### src/rtl/nonce_sweep_ctrl_pkg.sv
// nonce_sweep_ctrl_pkg: shared constants, FSM encoding and target clamp for the nonce sweeper.
package nonce_sweep_ctrl_pkg;
    localparam logic [6:0] LAST_SEL  = 7'd64;
    localparam logic [4:0] NONCE_IDX = 5'd19;
    localparam logic [6:0] MAX_LZ    = 7'd64;
    localparam int         HDR_WORDS = 32;
    localparam logic [2:0] S_IDLE  = 3'd0;
    localparam logic [2:0] S_BLK0  = 3'd1;
    localparam logic [2:0] S_BLK1  = 3'd2;
    localparam logic [2:0] S_BLK2  = 3'd3;
    localparam logic [2:0] S_CHECK = 3'd4;
    localparam logic [2:0] S_DONE  = 3'd5;
    function automatic logic [6:0] clamp_lz(input logic [6:0] lz);
        return (lz > MAX_LZ) ? MAX_LZ : lz;
    endfunction
endpackage

### src/rtl/nonce_sweep_ctrl_lz_check.sv
// nonce_sweep_ctrl_lz_check: hit when the top target_lz bits of {h1,h2} are all zero.
module nonce_sweep_ctrl_lz_check
    import nonce_sweep_ctrl_pkg::*;
(
    input  logic [31:0] i_h1,
    input  logic [31:0] i_h2,
    input  logic [6:0]  i_target_lz,
    output logic        o_hit
);
    logic [63:0] w_mask;
    // A shift by 64 clears the mask, so a zero target always hits.
    assign w_mask = {64{1'b1}} << (7'd64 - clamp_lz(i_target_lz));
    assign o_hit  = ~|({i_h1, i_h2} & w_mask);
endmodule

### src/rtl/nonce_sweep_ctrl.sv
// nonce_sweep_ctrl: sequences the two-pass hash core across a nonce range and reports the first hit.
module nonce_sweep_ctrl
    import nonce_sweep_ctrl_pkg::*;
(
    input  logic        clk,
    input  logic        rst,
    input  logic        i_hdr_we,
    input  logic [4:0]  i_hdr_addr,
    input  logic [31:0] i_hdr_wdata,
    input  logic        i_start,
    input  logic        i_stop,
    input  logic [31:0] i_nonce_first,
    input  logic [31:0] i_nonce_last,
    input  logic [6:0]  i_target_lz,
    input  logic [31:0] i_h1,
    input  logic [31:0] i_h2,
    output logic [1:0]  o_hash_block,
    output logic [6:0]  o_hash_select,
    output logic [31:0] o_msg_word,
    output logic        o_busy,
    output logic        o_done,
    output logic        o_found,
    output logic        o_aborted,
    output logic [31:0] o_found_nonce,
    output logic [31:0] o_cur_nonce
);
    logic [2:0]  r_state;
    logic [6:0]  r_sel;
    logic [31:0] r_nonce;
    logic [31:0] r_last;
    logic [6:0]  r_target;
    logic [31:0] r_msg;
    logic        r_found;
    logic        r_aborted;
    logic [31:0] r_found_nonce;
    logic [31:0] r_buf [HDR_WORDS];
    logic [2:0]  w_nxt_state;
    logic [6:0]  w_nxt_sel;
    logic [31:0] w_nxt_nonce;
    logic [31:0] w_nxt_msg;
    logic [4:0]  w_idx;
    logic        w_hit;
    logic        w_busy;
    logic        w_blk_end;

    nonce_sweep_ctrl_lz_check u_lz_check (
        .i_h1       (i_h1),
        .i_h2       (i_h2),
        .i_target_lz(r_target),
        .o_hit      (w_hit)
    );

    assign w_busy    = (r_state >= S_BLK0) && (r_state <= S_CHECK);
    assign w_blk_end = i_stop || (r_sel == LAST_SEL);

    always_comb begin
        w_nxt_state = r_state;
        w_nxt_sel   = '0;
        w_nxt_nonce = r_nonce;
        case (r_state)
            S_IDLE: begin
                w_nxt_state = i_start ? S_BLK0 : S_IDLE;
                w_nxt_nonce = i_start ? i_nonce_first : r_nonce;
            end
            S_BLK0, S_BLK1, S_BLK2: begin
                w_nxt_sel   = w_blk_end ? 7'd0 : r_sel + 7'd1;
                w_nxt_state = i_stop ? S_DONE : (r_sel == LAST_SEL) ? r_state + 3'd1 : r_state;
            end
            S_CHECK: begin
                w_nxt_state = (w_hit || i_stop || r_nonce == r_last) ? S_DONE : S_BLK0;
                w_nxt_nonce = (w_nxt_state == S_BLK0) ? r_nonce + 32'd1 : r_nonce;
            end
            default: w_nxt_state = S_IDLE;
        endcase
    end

    // The message word is precomputed from next state/select so it lands aligned with them.
    assign w_idx     = {w_nxt_state == S_BLK1, w_nxt_sel[3:0]};
    assign w_nxt_msg = (w_nxt_state == S_BLK1 && w_idx == NONCE_IDX) ? w_nxt_nonce :
                       (w_nxt_state == S_BLK0 || w_nxt_state == S_BLK1) ? r_buf[w_idx] : 32'd0;

    always_ff @(posedge clk) begin
        if (r_state == S_IDLE && i_hdr_we)
            r_buf[i_hdr_addr] <= i_hdr_wdata;
    end

    always_ff @(posedge clk or posedge rst) begin
        if (rst) begin
            r_state       <= S_IDLE;
            r_sel         <= '0;
            r_nonce       <= '0;
            r_last        <= '0;
            r_target      <= '0;
            r_msg         <= '0;
            r_found       <= 1'b0;
            r_aborted     <= 1'b0;
            r_found_nonce <= '0;
        end else begin
            r_state <= w_nxt_state;
            r_sel   <= w_nxt_sel;
            r_nonce <= w_nxt_nonce;
            r_msg   <= w_nxt_msg;
            if (r_state == S_IDLE && i_start) begin
                r_last        <= i_nonce_last;
                r_target      <= i_target_lz;
                r_found       <= 1'b0;
                r_aborted     <= 1'b0;
                r_found_nonce <= '0;
            end
            if (r_state == S_CHECK && w_hit) begin
                r_found       <= 1'b1;
                r_found_nonce <= r_nonce;
            end else if (w_busy && i_stop) begin
                r_aborted <= 1'b1;
            end
        end
    end

    assign o_hash_block  = (r_state == S_BLK1) ? 2'd1 : (r_state == S_BLK2) ? 2'd2 : 2'd0;
    assign o_hash_select = r_sel;
    assign o_msg_word    = r_msg;
    assign o_busy        = w_busy;
    assign o_done        = (r_state == S_DONE);
    assign o_found       = r_found;
    assign o_aborted     = r_aborted;
    assign o_found_nonce = r_found_nonce;
    assign o_cur_nonce   = r_nonce;
endmodule

### config.mk
export PLATFORM = sky130hd
export DESIGN_NAME = nonce_sweep_ctrl
export DESIGN_NICKNAME = d
export VERILOG_FILES = /design/src/rtl/nonce_sweep_ctrl_pkg.sv /design/src/rtl/nonce_sweep_ctrl_lz_check.sv /design/src/rtl/nonce_sweep_ctrl.sv
export SDC_FILE = /design/constraint.sdc
export NUM_CORES = 2
export LEC_CHECK = 0
export ABC_AREA = 0
export CORE_ASPECT_RATIO = 1.25
export CORE_MARGIN = 2
export CORE_UTILIZATION = 64
export CTS_CLUSTER_SIZE = 20
export DETAILED_ROUTE_END_ITERATION = 8
export PLACE_DENSITY = 0.85
export SYNTH_ARGS = -nofsm -noshare
export SYNTH_HDL_FRONTEND = slang
export SYNTH_SLANG_ARGS = --single-unit
### constraint.sdc
create_clock -name clk -period 11 [get_ports clk]
set_clock_uncertainty 0.2 [all_clocks]
set_input_delay 1.65 -clock clk [delete_from_list [all_inputs] [get_ports clk]]
set_output_delay 1.65 -clock clk [all_outputs]
set_load 0.02 [all_outputs]
==> flow_metrics.tcl <==
set metrics [dict create \
    status "finished clean" \
    cts_buffers 104 \
    final_common_cell "edfxtp_1" \
    grt_start_max_net_pins 172 \
    drtAntennaViolNets 0 \
    path_class "register to register" \
    cp-end-kind "register" \
    dieArea_sq_mm 0.07828 \
    drive_gt1_share_pct 10.66 \
    fp.dieH_um 312.3 \
    synth_ff_type "edfxtp_1" \
    die_w_um 250.7 \
    dp_hpwl_um 85010 \
    avgSynthCellArea_sq_um 14.93 \
    grt_use_met2_pct 60.51 \
    yosysSeqAreaShare_pct 70.74 \
    totalWireLength_um 147300 \
    slew_headroom_pct 21.76 \
    overflow 0 \
    clock_latency_ns 0.71 \
    grt_pass1_wl_um 210200 \
    yosys-top-cells-area "edfxtp_1 (63%), dfrtp_1 (7.6%), mux2i_1 (5.5%)" \
    ys.warnings.count 0 \
    hold_path_class "register to register" \
    grt.busiest_layer "met2" \
    setup_violations 0 \
    viasPerCell 7.043 \
    synth_top_area_cell "edfxtp_1" \
    area_delta_synth_final_pct 15.12 \
    htree_levels 3 \
    start_util_pct 64.34 \
    finalHoldViolations 0 \
    rows 113 \
    mostFrequentLayoutCells "edfxtp_1 (1,024), nand2_1 (307), clkdlybuf4s50_1 (284)" \
    synthDistinctLibCells 75 \
    grt_usage_pct 37.36 \
    synth_nets 3449 \
    syn_inst 3260 \
    synthArstFlopShare_pct 12.55 \
    antenna_found_initial 17 \
    post_drt_wl_per_cell_um 32.37 \
    period_minus_slack_ns 6.454 \
    power_mw 12.78 \
    first_global_vias 31580 \
    start_kind "register" \
    required_ns 11.41 \
    synth_area_sq_mm 0.04867 \
    rsz0062_at_grt "false" \
    gp_congestion 0.9296 \
    clock_path_buffers 3 \
    cts_tree "done" \
    synth-seq-cells 1171 \
    synth_top_cell_area_share_pct 63.18 \
    ctsHoldBuffers 0 \
    p_leak_nw 18.16 \
    finalMaxSlewViolations 0 \
    post_cts_buffers 0 \
    coreArea_sq_mm 0.07564 \
    synth_edf_count 1024 \
    tightest_slew_ns 1.174 \
    p_per_area_mw_per_mm2 228.0 \
    use_met1_pct 43.55 \
    portBuffers 285 \
    use_met3_pct 9.828 \
    peakVddDrop_uv 158.0 \
    drc 0 \
    final_nets 3668 \
    arrival_ns 6.86 \
    cts-resized-gates 0 \
    timing.hold.ws_ns 0.3028 \
    finalCritPeriodShare_pct 58.67 \
    fmax_ghz 0.1549 \
    clkTransAtPathRegs_ns 0.06 \
    dr.pass1.iters 9 \
    crit_fanout 103 \
    io_pins 286 \
    drtIter0Drc 4212 \
    cap_viol_max_count 0 \
    cts_root_buf "clkbuf_16" \
    tns_ns 0 \
    clkSinkCount 1171 \
    via_count 32060 \
]
[routing by layer]
layer | up-vias | share of wire, %
li1 | 13120 | -
met1 | 15720 | 32
met2 | 2645 | 48
met3 | 576 | 13
met4 | 10 | 7.7
met5 | - | 0.053
[through the flow]
| stage | std cells | worst slack (ns) | cell area, sq um | utilization (%) |
|---|---|---|---|---|
| 4_1_cts | 4543 | 4.614 | 56010 | 74.04 |
| 5_1_grt | 4548 | 4.308 | 56020 | 74.06 |
| 3_3_place_gp | 4350 | 4.600 | 52610 | 69.55 |
| 3_5_place_dp | 4350 | 4.568 | 52610 | 69.55 |
| 6_report | 4552 | 4.546 | 56030 | 74.07 |
| 2_1_floorplan | 3260 | 5.199 | 48670 | - |
[final timing paths]
| path | slack, ns | end | cells after the start | from |
|---|---|---|---|---|
| worst max-delay path | 4.55 | o_msg_word[16] | 12 | o_hash_select[0] |
| worst max register to register | 4.55 | o_msg_word[16] | 12 | o_hash_select[0] |
| max in group asynchronous | 7.27 | o_hash_select[0] | 4 | rst |
| worst min register to register | 0.30 | o_aborted | 1 | o_aborted |
| worst min-delay path | 0.30 | o_aborted | 1 | o_aborted |
| min in group asynchronous | 1.14 | r_last[21] | 2 | rst |
[report_power, final]
part / switching [mW] / internal, mW / leakage [nW]
registers: 0.437 / 5.13 / 11.1
logic: 2.22 / 1.34 / 5.45
clock network: 1.63 / 2.02 / 1.64
total: 4.29 / 8.49 / 18.2
[state kept, by name, indices dropped and copies added (netlist names)]
register and flops:
r_buf 1024, o_cur_nonce 32, o_found_nonce 32, o_msg_word 32, r_last 32, o_hash_select 7, r_target 7, r_state 3
o_aborted 1, o_found 1
[final cells by class]
class / instances / area (sq um)
clock buffers: 136 / 2805
fillers: 4194 / 19610
flip-flops and latches: 1171 / 34430
multi-input cells: 1794 / 13360
well taps: 977 / 1222
inverters: 62 / 250.2
diodes: 9 / 22.52
clock inverters: 57 / 590.6
repair buffers: 346 / 3343
[cell usage after synthesis, types with 12 or more instances]
cell type	count
a21oi_1	95
xnor2_1	41
a211oi_1	226
o21ai_1	15
a31oi_1	74
nor3_1	25
clkbuf_1	190
mux4_2	64
buf_2	30
a311oi_1	71
inv_1	61
dfrtp_1	147
o21ai_0	59
edfxtp_1	1024
mux2i_1	267
o22ai_1	55
mux2_2	39
nand2_1	308
nand4_1	16
and2_1	133
nand3_1	66
a22oi_1	16
nor2_1	83
ha_1	12
[kinds of logic (layout without fill, tap and decap cells)]
family	after synthesis	in the layout	share of synthesized area, %
compound gates	676	676	9.571
xor+xnor	46	46	0.8432
buf+inv	295	601	2.401
other cells	0	9	0
simple gates	688	688	6.741
flops	1171	1171	70.74
fa+ha+maj	14	14	0.3496
mux	370	370	9.355
[worst max-delay path, cell delays in order (launching register included)]
cell and delay, ns:
dfrtp_4 0.94, inv_4 0.57, ha_1 0.41, nand4_1 0.17
or3b_2 0.59, nand2b_4 0.43, inv_8 0.74, buf_4 0.79
mux2i_1 0.23, mux4_2 0.54, a211oi_1 0.28, a21oi_1 0.09
o22ai_1 0.17
Power figures use the tool's default switching activity.
